File: config.mk
export PLATFORM = sky130hd
export DESIGN_NAME = approx_mac_accum
export DESIGN_NICKNAME = d
export VERILOG_FILES = /design/src/rtl/approx_mac_accum.sv
export SDC_FILE = /design/constraint.sdc
export NUM_CORES = 1
export LEC_CHECK = 0
export CORE_UTILIZATION = 44
export DETAILED_ROUTE_END_ITERATION = 7
export PLACE_DENSITY = 0.66
export SLEW_MARGIN = 10
export SYNTH_ARGS = -nofsm -noshare
export SYNTH_HDL_FRONTEND = slang
export SYNTH_SLANG_ARGS = --single-unit
File: constraint.sdc
create_clock -name clk -period 9.48 [get_ports clk]
set_clock_uncertainty 0.15 [all_clocks]
set_input_delay 2.37 -clock clk [delete_from_list [all_inputs] [get_ports clk]]
set_output_delay 2.37 -clock clk [all_outputs]
set_load 0.005 [all_outputs]
File: src/rtl/approx_mac_accum.sv
// Saturating dot-product accumulator for the approximate multiplier's product stream.
// Optional per-beat bias compensation is enabled with the APPROX_BIAS_COMP_EN macro.
module approx_mac_accum #(
    parameter int unsigned ACC_W    = 24,
    parameter int unsigned MAX_LEN  = 255,
    parameter int unsigned CNT_W    = 8,
    parameter int unsigned COMP_VAL = 0
) (
    input  logic             clk,
    input  logic             rst_n,
    input  logic             in_valid,
    output logic             in_ready,
    input  logic [15:0]      in_prod,
    input  logic             in_last,
    output logic             out_valid,
    input  logic             out_ready,
    output logic [ACC_W-1:0] out_sum,
    output logic [CNT_W-1:0] out_cnt,
    output logic             out_ovf
);

    typedef enum logic [1:0] {IDLE, ACCUM, HOLD} state_t;

    state_t           state_q, state_d;
    logic [ACC_W-1:0] acc_q, acc_d, out_sum_q, out_sum_d;
    logic [CNT_W-1:0] cnt_q, cnt_d, out_cnt_q, out_cnt_d;
    logic             ovf_q, ovf_d, out_ovf_q, out_ovf_d;

    logic             accept, fresh, carry, beat_ovf, beat_last;
    logic [ACC_W-1:0] term, base, beat_acc;
    logic [ACC_W:0]   raw_sum;
    logic [CNT_W-1:0] beat_cnt;

    if (ACC_W < 16 || MAX_LEN == 0 || (64'(MAX_LEN) >> CNT_W) != 0 ||
        (64'(COMP_VAL) >> ACC_W) != 0) begin : g_param_check
        $error("approx_mac_accum: illegal parameter combination");
    end

`ifdef APPROX_BIAS_COMP_EN
    assign term = ACC_W'(in_prod) + ACC_W'(COMP_VAL);
`else
    assign term = ACC_W'(in_prod);
`endif

    // A beat outside ACCUM always opens a new vector; in HOLD it can only arrive
    // together with the consumer taking the pending result.
    assign fresh     = (state_q != ACCUM);
    assign base      = fresh ? '0 : acc_q;
    assign raw_sum   = {1'b0, base} + {1'b0, term};
    assign carry     = raw_sum[ACC_W];
    assign beat_acc  = carry ? '1 : raw_sum[ACC_W-1:0];
    assign beat_ovf  = carry | (~fresh & ovf_q);
    assign beat_cnt  = fresh ? CNT_W'(1) : cnt_q + 1'b1;
    assign beat_last = in_last | (beat_cnt == CNT_W'(MAX_LEN));

    assign in_ready  = (state_q == HOLD) ? out_ready : 1'b1;
    assign accept    = in_valid & in_ready;

    assign out_valid = (state_q == HOLD);
    assign out_sum   = out_sum_q;
    assign out_cnt   = out_cnt_q;
    assign out_ovf   = out_ovf_q;

    always_comb begin
        state_d   = state_q;
        acc_d     = acc_q;
        cnt_d     = cnt_q;
        ovf_d     = ovf_q;
        out_sum_d = out_sum_q;
        out_cnt_d = out_cnt_q;
        out_ovf_d = out_ovf_q;

        if (state_q == HOLD && out_ready && !accept) begin
            state_d = IDLE;
            acc_d   = '0;
            cnt_d   = '0;
            ovf_d   = 1'b0;
        end

        if (accept) begin
            acc_d = beat_acc;
            cnt_d = beat_cnt;
            ovf_d = beat_ovf;
            if (beat_last) begin
                state_d   = HOLD;
                out_sum_d = beat_acc;
                out_cnt_d = beat_cnt;
                out_ovf_d = beat_ovf;
            end else begin
                state_d = ACCUM;
            end
        end
    end

    always_ff @(posedge clk or negedge rst_n) begin
        if (!rst_n) begin
            state_q   <= IDLE;
            acc_q     <= '0;
            cnt_q     <= '0;
            ovf_q     <= 1'b0;
            out_sum_q <= '0;
            out_cnt_q <= '0;
            out_ovf_q <= 1'b0;
        end else begin
            state_q   <= state_d;
            acc_q     <= acc_d;
            cnt_q     <= cnt_d;
            ovf_q     <= ovf_d;
            out_sum_q <= out_sum_d;
            out_cnt_q <= out_cnt_d;
            out_ovf_q <= out_ovf_d;
        end
    end

endmodule

==> results of run 1 <==
-- metrics by stage --
| step | total power, W | std cells | hold slack (ps) | cell area [um2] | util, % |
|---|---|---|---|---|---|
| after floorplan | 0.000600 | 455 | 291 | 4120 | - |
| after global placement | 0.000719 | 599 | 305 | 4720 | 53.1 |
| after detailed placement | 0.000725 | 599 | 312 | 4720 | 53.1 |
| after CTS | 0.00100 | 615 | 325 | 4940 | 55.6 |
| after global routing | 0.00106 | 615 | 353 | 4940 | 55.6 |
| final | 0.000995 | 615 | 319 | 4940 | 55.6 |
-- sequential cells by signal (all words and copies together) (netlist names) --
register,count
out_cnt,8
ovf_q,1
out_sum,24
state_q,2
acc_q,24
cnt_q,8
out_ovf,1
-- worst paths after layout --
path | slack, ps | endpoint | from | cells after the start
worst min-delay path | 320 | acc_q[2]$_DFFE_PN0P_ | acc_q[2]$_DFFE_PN0P_ | 1
worst min register to register | 320 | acc_q[2]$_DFFE_PN0P_ | acc_q[2]$_DFFE_PN0P_ | 1
min in group asynchronous | 2060 | out_sum[12]$_DFFE_PN0P_ | rst_n | 2
worst max register to register | 5750 | out_sum[17]$_DFFE_PN0P_ | state_q[0]$_DFFE_PN0P_ | 11
worst max-delay path | 3450 | in_ready | out_ready | 3
max in group asynchronous | 6550 | state_q[1]$_DFFE_PN0P_ | rst_n | 2
-- cells in the mapped netlist, types with 4 or more instances --
library cell	number	area share [%]
sky130_fd_sc_hd__dfrtp_1	68	41
sky130_fd_sc_hd__nor2_1	50	4.6
sky130_fd_sc_hd__a21oi_1	45	5.5
sky130_fd_sc_hd__nand2_1	45	4.1
sky130_fd_sc_hd__o21ai_0	32	3.9
sky130_fd_sc_hd__and2_1	18	2.7
sky130_fd_sc_hd__ha_1	17	5.2
sky130_fd_sc_hd__clkbuf_1	12	1.1
sky130_fd_sc_hd__nand3_1	12	1.5
sky130_fd_sc_hd__xnor2_1	12	2.6
sky130_fd_sc_hd__o21ai_1	11	1.3
sky130_fd_sc_hd__inv_1	9	0.82
sky130_fd_sc_hd__xor2_1	8	1.7
sky130_fd_sc_hd__a31oi_1	7	1.1
sky130_fd_sc_hd__a21o_1	6	1.1
sky130_fd_sc_hd__a22o_1	6	1.3
sky130_fd_sc_hd__nand2b_1	6	0.91
sky130_fd_sc_hd__nor3_1	6	0.73
sky130_fd_sc_hd__o211ai_1	6	1.1
sky130_fd_sc_hd__and3_1	5	0.76
sky130_fd_sc_hd__buf_2	5	0.61
sky130_fd_sc_hd__nand4_1	5	0.76
sky130_fd_sc_hd__mux2i_1	4	0.97
sky130_fd_sc_hd__nor2b_1	4	0.61
-- layer usage --
metal / GRT usage, % / vias to the layer above / routed length [um]
li1: - / 1718 / -
met1: 29.1 / 1645 / 4730
met2: 35.1 / 69 / 4360
met3: 2.62 / 14 / 354
met4: 8.73 / 0 / 141
met5: 0 / - / 0
-- layout make-up --
cell class	count	share of cell area [%]
Clock buffer	11	2.86
Clock inverter	5	1.67
Inverter	10	0.759
Multi-Input combinational cell	354	45.9
Sequential cell	68	34.4
Tap cell	108	2.73
Timing Repair Buffer	59	11.6
-- power breakdown --
group | internal [W] | total (W) | leakage, nW | switching (W)
Clock | 0.000157 | 0.000275 | 0.114 | 0.000118
Combinational | 0.000161 | 0.000340 | 1.17 | 0.000179
Sequential | 0.000347 | 0.000380 | 0.849 | 0.0000324
Total | 0.000665 | 0.000995 | 2.14 | 0.000330
-- worst max-delay path, delay by kind of cell --
family / cells / cell delay (ps)
buffers and inverters: 2 / 880
and+or+nand+nor: 1 / 260
-- logic make-up (layout without fill, tap and decap cells) --
| family | Yosys count | count (layout) | synth area share (%) |
|---|---|---|---|
| mux | 10 | 10 | 2.70 |
| flops | 68 | 68 | 41.3 |
| buf+inv | 33 | 85 | 3.89 |
| fa+ha+maj | 18 | 18 | 5.65 |
| simple gates | 163 | 163 | 18.9 |
| xor+xnor | 20 | 20 | 4.25 |
| compound gates | 143 | 143 | 23.3 |
==> insert_results.sql, run 1 <==
INSERT INTO impl_metrics (metric_group, metric, value, unit) VALUES
('timing', 'timing.max_slew.rel_slack', '42.4', '%'),
('timing', 'timing.final.hold_violations', '0', ''),
('timing', 'final-setup-viol-count', '0', ''),
('clock_tree', 'path_clk_slew', '70', 'ps'),
('pwr', 'power.static_leakage', '2.14', 'nW'),
('die', 'core_region_area', '8890', 'um2'),
('setup_path', 'crit_type', 'input port to output port', ''),
('routing', 'detailroute.via_count', '3446', ''),
('job', 'cap_violations', '0', ''),
('setup_path', 'critPathMaxStageDelay', '450', 'ps'),
('yosys', 'number_of_cells_produced_by_synthesis', '455', ''),
('setup_path', 'startpoint_type', 'input port', ''),
('placement', 'place_worst_setup_slack', '3450', 'ps'),
('final_layout', 'finalNetCount', '541', ''),
('final_layout', 'diodes', '0', ''),
('setup_path', 'cpMostUsedCell', 'sky130_fd_sc_hd__clkdlybuf4s50_1', ''),
('timing', 'setup_tns', '0', 'ps'),
('clock_tree', 'tritoncts_clock_tree', 'yes', ''),
('global_route', 'grt_pass1_vias', '3468', ''),
('placement', 'gp_congestion', '0.858', ''),
('global_route', 'global_route.usage.total', '21.5', '%'),
('clock_tree', 'cts_buffers', '9', ''),
('timing', 'timing.final.max_slew_violations', '0', ''),
('clock_tree', 'cts_hold_repair.buffers', '0', ''),
('timing', 'final_period_minus_worst_setup_slack', '6030', 'ps'),
('clock_tree', 'cts_htree_levels', '3', ''),
('global_route', 'number_of_antenna_violations_at_the_first_check_in_global_routing', '0', ''),
('clock_tree', 'clock-sinks', '68', ''),
('setup_path', 'critPathArrivalTime', '3510', 'ps'),
('pwr', 'ir_worst_vdd', '0.0848', 'mV'),
('setup_path', 'cp_slowest_cell', 'sky130_fd_sc_hd__clkdlybuf4s50_1', ''),
('yosys', 'post_synth.cell_area_avg', '9.05', 'um2'),
('timing', 'worst_slack', '3450', 'ps'),
('routing', 'ant_nets', '0', ''),
('clock_tree', 'max_root_sink_buffers', '2', ''),
('yosys', 'ys_dominant_reg_cell', 'sky130_fd_sc_hd__dfrtp_1', ''),
('final_layout', 'fillCellCount', '823', ''),
('hold_path', 'hold_class', 'register to register', ''),
('setup_path', 'worst-endpoint-required', '6960', 'ps'),
('global_route', 'grt_remaining_overflow', '0', ''),
('global_route', 'grt_pass1_wl', '16.6', 'mm'),
('routing', 'postRouteWirelength', '9.58', 'mm'),
('routing', 'via_per_inst', '5.60', ''),
('clock_tree', 'cts_repair_resize_count', '0', ''),
('yosys', 'synth.yosys.seq_area_share', '41.3', '%'),
('die', 'vertical_extent_of_the_die', '98.8', 'um'),
('die', 'initial_core_util', '46.3', '%'),
('routing', 'detailed_routing_iteration_count_for_the_pre_antenna_repair_pass', '4', ''),
('yosys', 'postSynthRegisterBits', '68', ''),
('routing', 'wl_per_cell', '15.6', 'um'),
('final_layout', 'commonest_non_fill_non_tap_cells_in_the_layout', '68 x sky130_fd_sc_hd__dfrtp_1, 54 x sky130_fd_sc_hd__clkdlybuf4s50_1, 50 x sky130_fd_sc_hd__nor2_1', ''),
('die', 'top_level_pins', '56', ''),
('yosys', 'post_synth_instance_area', '4120', 'um2'),
('pwr', 'power_per_cell_area', '201', 'nW/um2'),
('die', 'die_width', '98.8', 'um'),
('routing', 'drc', '0', ''),
('global_route', 'grt_start_max_net_pins', '69', ''),
('placement', 'dp.final_hpwl', '6.48', 'mm'),
('timing', 'max_slew.worst_pin.slew', '864', 'ps'),
('die', 'fp.dieArea', '9750', 'um2'),
('clock_tree', 'postCtsSetupRepairBufs', '0', ''),
('clock_tree', 'root_cell_of_the_clock_tree', 'sky130_fd_sc_hd__clkbuf_8', ''),
('routing', 'first_iter_violations', '173', ''),
('placement', 'port_buffers', '55', ''),
('yosys', 'syn-num-nets', '494', ''),
('final_layout', 'post_route_cells_drive_above_1_share', '7.50', '%'),
('final_layout', 'multi_input_area', '2270', 'um2'),
('final_layout', 'seqCellArea', '1700', 'um2'),
('yosys', 'asyncSetResetFlopFracSynth', '100', '%'),
('yosys', 'yosysUniqueCellTypes', '65', ''),
('timing', 'maxClockFrequency', '0.166', 'GHz'),
('die', 'row_count', '34', ''),
('final_layout', 'layout_commonest_cell', 'sky130_fd_sc_hd__dfrtp_1', ''),
('setup_path', 'setup.worst_path.end_class', 'output port', ''),
('yosys', 'synth_edf_count', '0', ''),
('timing', 'finalCritPeriodShare', '63.6', '%'),
('timing', 'grt_setup_unrepaired', 'no', ''),
('yosys', 'yosys_warnings', '0', ''),
('setup_path', 'critical_path.max_fanout', '3', ''),
('setup_path', 'worstPathCellList', 'clkdlybuf4s50_1 > or2_1 > clkdlybuf4s50_1', ''),
('clock_tree', 'clkLatencyLatePin', '360', 'ps'),
('status', 'outcome', 'finished clean', ''),
('final_layout', 'syn2layout_area_growth', '20.0', '%');
No activity file was read; power rests on OpenSTA's default activity.
==> run 2: changes to the inputs <==
==> constraint.sdc (replaced) <==
create_clock -name clk -period 5.7 [get_ports clk]
set_clock_uncertainty 0.15 [all_clocks]
set_input_delay 1.425 -clock clk [delete_from_list [all_inputs] [get_ports clk]]
set_output_delay 1.425 -clock clk [all_outputs]
set_load 0.005 [all_outputs]
==> insert_results.sql, run 2 (same netlist as run 1, synthesis figures left out) <==
INSERT INTO impl_metrics (metric_group, metric, value, unit) VALUES
('setup_path', 'worstPathCellList', 'clkdlybuf4s50_1 > or2_1 > clkdlybuf4s50_1', ''),
('global_route', 'grt_pass1_wl', '17.0', 'mm'),
('clock_tree', 'clkLatencyLatePin', '360', 'ps'),
('die', 'initial_core_util', '46.3', '%'),
('placement', 'dp.final_hpwl', '6.75', 'mm'),
('timing', 'whs', '320', 'ps'),
('job', 'cap_violations', '0', ''),
('timing', 'final-setup-viol-count', '0', ''),
('final_layout', 'commonest_non_fill_non_tap_cells_in_the_layout', '68 x sky130_fd_sc_hd__dfrtp_1, 54 x sky130_fd_sc_hd__clkdlybuf4s50_1, 50 x sky130_fd_sc_hd__nor2_1', ''),
('timing', 'timing.final.max_slew_violations', '0', ''),
('timing', 'setup_tns', '0', 'ps'),
('clock_tree', 'cts_repair_resize_count', '0', ''),
('global_route', 'number_of_antenna_violations_at_the_first_check_in_global_routing', '0', ''),
('clock_tree', 'max_root_sink_buffers', '2', ''),
('setup_path', 'critical_path.max_fanout', '3', ''),
('die', 'die_width', '98.8', 'um'),
('timing', 'max_slew.worst_pin.slew', '813', 'ps'),
('setup_path', 'cpMostUsedCell', 'sky130_fd_sc_hd__clkdlybuf4s50_1', ''),
('die', 'top_level_pins', '56', ''),
('setup_path', 'critPathMaxStageDelay', '450', 'ps'),
('setup_path', 'setup.worst_path.end_class', 'output port', ''),
('final_layout', 'finalNetCount', '542', ''),
('die', 'core_region_area', '8890', 'um2'),
('clock_tree', 'clock-sinks', '68', ''),
('global_route', 'grt_start_max_net_pins', '43', ''),
('global_route', 'grt_remaining_overflow', '0', ''),
('setup_path', 'startpoint_type', 'input port', ''),
('final_layout', 'diodes', '0', ''),
('final_layout', 'final_cell_area', '4980', 'um2'),
('setup_path', 'worstPathBufferInverterCount', '2', ''),
('setup_path', 'worst-endpoint-required', '4120', 'ps'),
('placement', 'port_buffers', '55', ''),
('pwr', 'ir_worst_vdd', '0.152', 'mV'),
('pwr', 'power_per_cell_area', '342', 'nW/um2'),
('clock_tree', 'cts_htree_levels', '3', ''),
('placement', 'gp_congestion', '0.830', ''),
('setup_path', 'critPathArrivalTime', '2580', 'ps'),
('routing', 'ant_nets', '0', ''),
('die', 'row_count', '34', ''),
('timing', 'maxClockFrequency', '0.241', 'GHz'),
('clock_tree', 'postCtsSetupRepairBufs', '0', ''),
('die', 'vertical_extent_of_the_die', '98.8', 'um'),
('placement', 'dpl-instance-area', '4730', 'um2'),
('final_layout', 'multi_input_area', '2270', 'um2'),
('timing', 'timing.final.hold_violations', '0', ''),
('routing', 'via_per_inst', '5.63', ''),
('routing', 'first_iter_violations', '207', ''),
('global_route', 'grt_pass1_vias', '3462', ''),
('setup_path', 'cp_slowest_cell', 'sky130_fd_sc_hd__clkdlybuf4s50_1', ''),
('final_layout', 'layout.core_utilization', '56.0', '%'),
('hold_path', 'hold_class', 'register to register', ''),
('clock_tree', 'cts_buffers', '9', ''),
('final_layout', 'seqCellArea', '1700', 'um2'),
('timing', 'grt_setup_unrepaired', 'no', ''),
('clock_tree', 'cts_hold_repair.buffers', '0', ''),
('clock_tree', 'tritoncts_clock_tree', 'yes', ''),
('timing', 'finalCritPeriodShare', '72.9', '%'),
('final_layout', 'fillCellCount', '852', ''),
('final_layout', 'post_route_cells_drive_above_1_share', '7.87', '%'),
('routing', 'postRouteWirelength', '9.79', 'mm'),
('timing', 'timing.max_slew.rel_slack', '45.7', '%'),
('routing', 'detailroute.via_count', '3467', ''),
('pwr', 'power.static_leakage', '2.15', 'nW'),
('routing', 'drc', '0', ''),
('global_route', 'global_route.usage.total', '21.9', '%'),
('setup_path', 'crit_type', 'input port to output port', ''),
('die', 'fp.dieArea', '9750', 'um2'),
('clock_tree', 'path_clk_slew', '70', 'ps'),
('final_layout', 'layout_commonest_cell', 'sky130_fd_sc_hd__dfrtp_1', ''),
('setup_path', 'cpLargestDelayFamily', 'buffers and inverters', ''),
('final_layout', 'syn2layout_area_growth', '20.8', '%'),
('timing', 'final_period_minus_worst_setup_slack', '4160', 'ps'),
('routing', 'detailed_routing_iteration_count_for_the_pre_antenna_repair_pass', '4', ''),
('clock_tree', 'root_cell_of_the_clock_tree', 'sky130_fd_sc_hd__clkbuf_8', ''),
('status', 'outcome', 'finished clean', ''),
('routing', 'wl_per_cell', '15.9', 'um');
==> run 2: metrics by stage <==
step	setup WS (ps)	power, W	std cells
after floorplan	1840	0.000997	455
after global placement	1250	0.00120	600
after detailed placement	1230	0.00121	600
after CTS	1550	0.00171	616
after global routing	1500	0.00181	616
final	1540	0.00170	616
==> run 2: final cells by class <==
type,count,area share (%)
clock buffer,10,2.77
clock inverter,6,2.24
inverter,10,0.754
multi-input combinational,354,45.6
sequential,68,34.2
tap,108,2.71
timing repair buffer,60,11.7
==> run 2: metal layers <==
layer,global-route usage (%),vias to the layer above,share of wire (%)
met5,0,-,0
met4,7.92,0,1.7
met3,3.40,14,3.7
met2,35.2,78,47
met1,30.2,1666,48
li1,-,1709,-
==> run 2: final timing paths <==
path                                            to              startpoint  slack, ps  cells past startpoint
setup / recovery                          in_ready               out_ready       1540                      3
hold / removal                acc_q[2]$_DFFE_PN0P_    acc_q[2]$_DFFE_PN0P_        320                      1
setup reg to reg           out_sum[17]$_DFFE_PN0P_  state_q[0]$_DFFE_PN0P_       2160                     10
hold reg to reg               acc_q[2]$_DFFE_PN0P_    acc_q[2]$_DFFE_PN0P_        320                      1
max in group asynchronous     cnt_q[0]$_DFFE_PN0P_                   rst_n       3500                      2
min in group asynchronous  out_sum[13]$_DFFE_PN0P_                   rst_n        920                      1
==> run 2: power breakdown <==
part           switching (W)  internal (W)  total [W]
Sequential         0.0000554      0.000578   0.000633
Combinational       0.000298      0.000267   0.000565
Clock               0.000200      0.000302   0.000503
Total               0.000553       0.00115    0.00170
==> run 2: worst register-to-register path: stages, from the launching register on <==
cell and delay, ps:
sky130_fd_sc_hd__dfrtp_1 390, sky130_fd_sc_hd__nor2b_2 580, sky130_fd_sc_hd__and2_1 220, sky130_fd_sc_hd__ha_1 320, sky130_fd_sc_hd__a21oi_1 330, sky130_fd_sc_hd__o21ai_0 140
sky130_fd_sc_hd__a31oi_1 290, sky130_fd_sc_hd__o31ai_4 170, sky130_fd_sc_hd__and2b_4 290, sky130_fd_sc_hd__a221o_1 300, sky130_fd_sc_hd__mux2_2 260
==> run 3: changes to the inputs <==
==> constraint.sdc (replaced) <==
create_clock -name clk -period 4.1 [get_ports clk]
set_clock_uncertainty 0.15 [all_clocks]
set_input_delay 1.025 -clock clk [delete_from_list [all_inputs] [get_ports clk]]
set_output_delay 1.025 -clock clk [all_outputs]
set_load 0.005 [all_outputs]
==> insert_results.sql, run 3 (same netlist as run 1, synthesis figures left out) <==
INSERT INTO impl_metrics (metric_group, metric, value, unit) VALUES
('clock_tree', 'cts_hold_repair.buffers', '0', ''),
('timing', 'final_period_minus_worst_setup_slack', '3650', 'ps'),
('setup_path', 'cpLargestDelayFamily', 'compound AO/OA/AOI/OAI gates', ''),
('pwr', 'power_per_cell_area', '471', 'nW/um2'),
('setup_path', 'startpoint', 'in_prod[0]', ''),
('routing', 'ant_nets', '0', ''),
('setup_path', 'critPathMaxStageDelay', '450', 'ps'),
('die', 'core_region_area', '8890', 'um2'),
('status', 'outcome', 'finished clean', ''),
('timing', 'timing.final.max_slew_violations', '0', ''),
('die', 'row_count', '34', ''),
('timing', 'finalCritPeriodShare', '89.0', '%'),
('routing', 'postRouteWirelength', '10.2', 'mm'),
('setup_path', 'startpoint_type', 'input port', ''),
('global_route', 'global_route.peak_usage_layer', 'met2', ''),
('die', 'die_width', '98.8', 'um'),
('global_route', 'number_of_antenna_violations_at_the_first_check_in_global_routing', '0', ''),
('global_route', 'global_route.usage.total', '22.7', '%'),
('setup_path', 'cp_slowest_cell', 'sky130_fd_sc_hd__fa_1', ''),
('global_route', 'met3_usage', '4.75', '%'),
('final_layout', 'layout_commonest_cell', 'sky130_fd_sc_hd__dfrtp_1', ''),
('die', 'vertical_extent_of_the_die', '98.8', 'um'),
('timing', 'setup_tns', '0', 'ps'),
('setup_path', 'crit_type', 'input port to register', ''),
('timing', 'grt_setup_unrepaired', 'no', ''),
('placement', 'placedCellCount', '610', ''),
('timing', 'timing.final.hold_violations', '0', ''),
('clock_tree', 'clkLatencyLatePin', '350', 'ps'),
('routing', 'wl_per_cell', '16.3', 'um'),
('routing', 'via_per_inst', '5.64', ''),
('setup_path', 'worstPathBufferInverterCount', '1', ''),
('timing', 'worst_slack', '452', 'ps'),
('timing', 'whs', '326', 'ps'),
('routing', 'detailed_routing_iteration_count_for_the_pre_antenna_repair_pass', '5', ''),
('final_layout', 'finalNetCount', '552', ''),
('final_layout', 'seqCellArea', '1700', 'um2'),
('setup_path', 'crit-reg2reg-launch', 'state_q[0]$_DFFE_PN0P_', ''),
('clock_tree', 'cts_buffers', '9', ''),
('setup_path', 'worstPathCellList', 'clkdlybuf4s50_1 > ha_1 > fa_1 > a211oi_2 > o21ai_4 > o211ai_4 > o31ai_4 > and2b_4 > a221o_1 > mux2_2', ''),
('global_route', 'grt_util_met1', '30.8', '%'),
('routing', 'first_iter_violations', '174', ''),
('clock_tree', 'max_root_sink_buffers', '2', ''),
('hold_path', 'timing.hold.worst.start', 'acc_q[2]$_DFFE_PN0P_', ''),
('final_layout', 'multi_input_area', '2270', 'um2'),
('die', 'top_level_pins', '56', ''),
('routing', 'drc', '0', ''),
('final_layout', 'commonest_non_fill_non_tap_cells_in_the_layout', '68 x sky130_fd_sc_hd__dfrtp_1, 54 x sky130_fd_sc_hd__clkdlybuf4s50_1, 50 x sky130_fd_sc_hd__nor2_1', ''),
('global_route', 'grt_start_max_net_pins', '38', ''),
('final_layout', 'post_route_cells_drive_above_1_share', '9.65', '%'),
('die', 'initial_core_util', '46.3', '%'),
('clock_tree', 'postCtsSetupRepairBufs', '0', ''),
('final_layout', 'fillCellCount', '838', ''),
('final_layout', 'syn2layout_area_growth', '22.7', '%'),
('clock_tree', 'cts_repair_resize_count', '0', ''),
('hold_path', 'hold_class', 'register to register', ''),
('job', 'cap_violations', '0', ''),
('clock_tree', 'root_cell_of_the_clock_tree', 'sky130_fd_sc_hd__clkbuf_8', ''),
('placement', 'place_worst_setup_slack', '95.9', 'ps'),
('setup_path', 'worst-endpoint-required', '4180', 'ps'),
('clock_tree', 'clock-sinks', '68', ''),
('setup_path', 'critical_path.max_fanout', '11', ''),
('clock_tree', 'path_clk_slew', '80', 'ps'),
('placement', 'gp_congestion', '0.835', ''),
('global_route', 'grtUsageMet2', '37.2', '%'),
('timing', 'maxClockFrequency', '0.274', 'GHz'),
('final_layout', 'final_cells', '626', ''),
('placement', 'dp.final_hpwl', '7.34', 'mm'),
('setup_path', 'setup.worst_path.end_class', 'register', ''),
('pwr', 'ir_worst_vdd', '0.189', 'mV'),
('global_route', 'grt_pass1_wl', '17.5', 'mm'),
('clock_tree', 'cts_htree_levels', '3', ''),
('pwr', 'power.static_leakage', '2.20', 'nW'),
('global_route', 'grt_pass1_vias', '3507', ''),
('final_layout', 'diodes', '0', ''),
('final_layout', 'layout.core_utilization', '56.8', '%'),
('global_route', 'grt_remaining_overflow', '0', ''),
('placement', 'port_buffers', '55', ''),
('setup_path', 'critPathArrivalTime', '3730', 'ps'),
('die', 'fp.dieArea', '9750', 'um2'),
('clock_tree', 'tritoncts_clock_tree', 'yes', ''),
('routing', 'detailroute.via_count', '3530', ''),
('timing', 'max_slew.worst_pin.slew', '856', 'ps'),
('timing', 'timing.max_slew.rel_slack', '42.9', '%'),
('timing', 'final-setup-viol-count', '0', '');
==> run 3: per-layer routing <==
layer / part of all wire (%) / vias to the layer above
li1: - / 1740
met1: 47 / 1680
met2: 48 / 98
met3: 4.8 / 12
met4: 0.91 / 0
met5: 0 / -
==> run 3: metrics by stage <==
stage / power [W] / cell area [um2]
final: 0.00238 / 5050
after global routing: 0.00253 / 5050
after CTS: 0.00240 / 5050
after detailed placement: 0.00170 / 4800
after global placement: 0.00168 / 4800
after floorplan: 0.00139 / 4120
==> run 3: final cells by class <==
cell class | instances | share of cell area, %
timing repair buffer | 70 | 13.0
tap | 108 | 2.67
inverter | 10 | 0.743
clock inverter | 6 | 2.20
clock buffer | 10 | 2.72
multi-input combinational | 354 | 44.9
sequential | 68 | 33.7
==> run 3: path summary, 6_finish.rpt <==
check / end / slack [ps] / cells after the start
max in group asynchronous: out_sum[7]$_DFFE_PN0P_ / 2420 / 2
setup / recovery: out_sum[17]$_DFFE_PN0P_ / 450 / 10
min in group asynchronous: out_sum[9]$_DFFE_PN0P_ / 630 / 1
hold reg to reg: acc_q[2]$_DFFE_PN0P_ / 330 / 1
hold / removal: acc_q[2]$_DFFE_PN0P_ / 330 / 1
setup reg to reg: out_sum[17]$_DFFE_PN0P_ / 720 / 11
==> run 3: report_power, final <==
| part | switching (W) | internal [W] | total [W] | leakage, nW |
|---|---|---|---|---|
| Combinational | 0.000424 | 0.000383 | 0.000807 | 1.23 |
| Sequential | 0.0000766 | 0.000803 | 0.000880 | 0.849 |
| Clock | 0.000271 | 0.000421 | 0.000692 | 0.122 |
==> run 3: worst register-to-register path, delay by kind of cell (launching register included) <==
kind / cells / cell delay, ps
mux: 1 / 260
fa+ha+maj: 2 / 650
simple gates: 3 / 660
compound gates: 5 / 1120
flops: 1 / 420
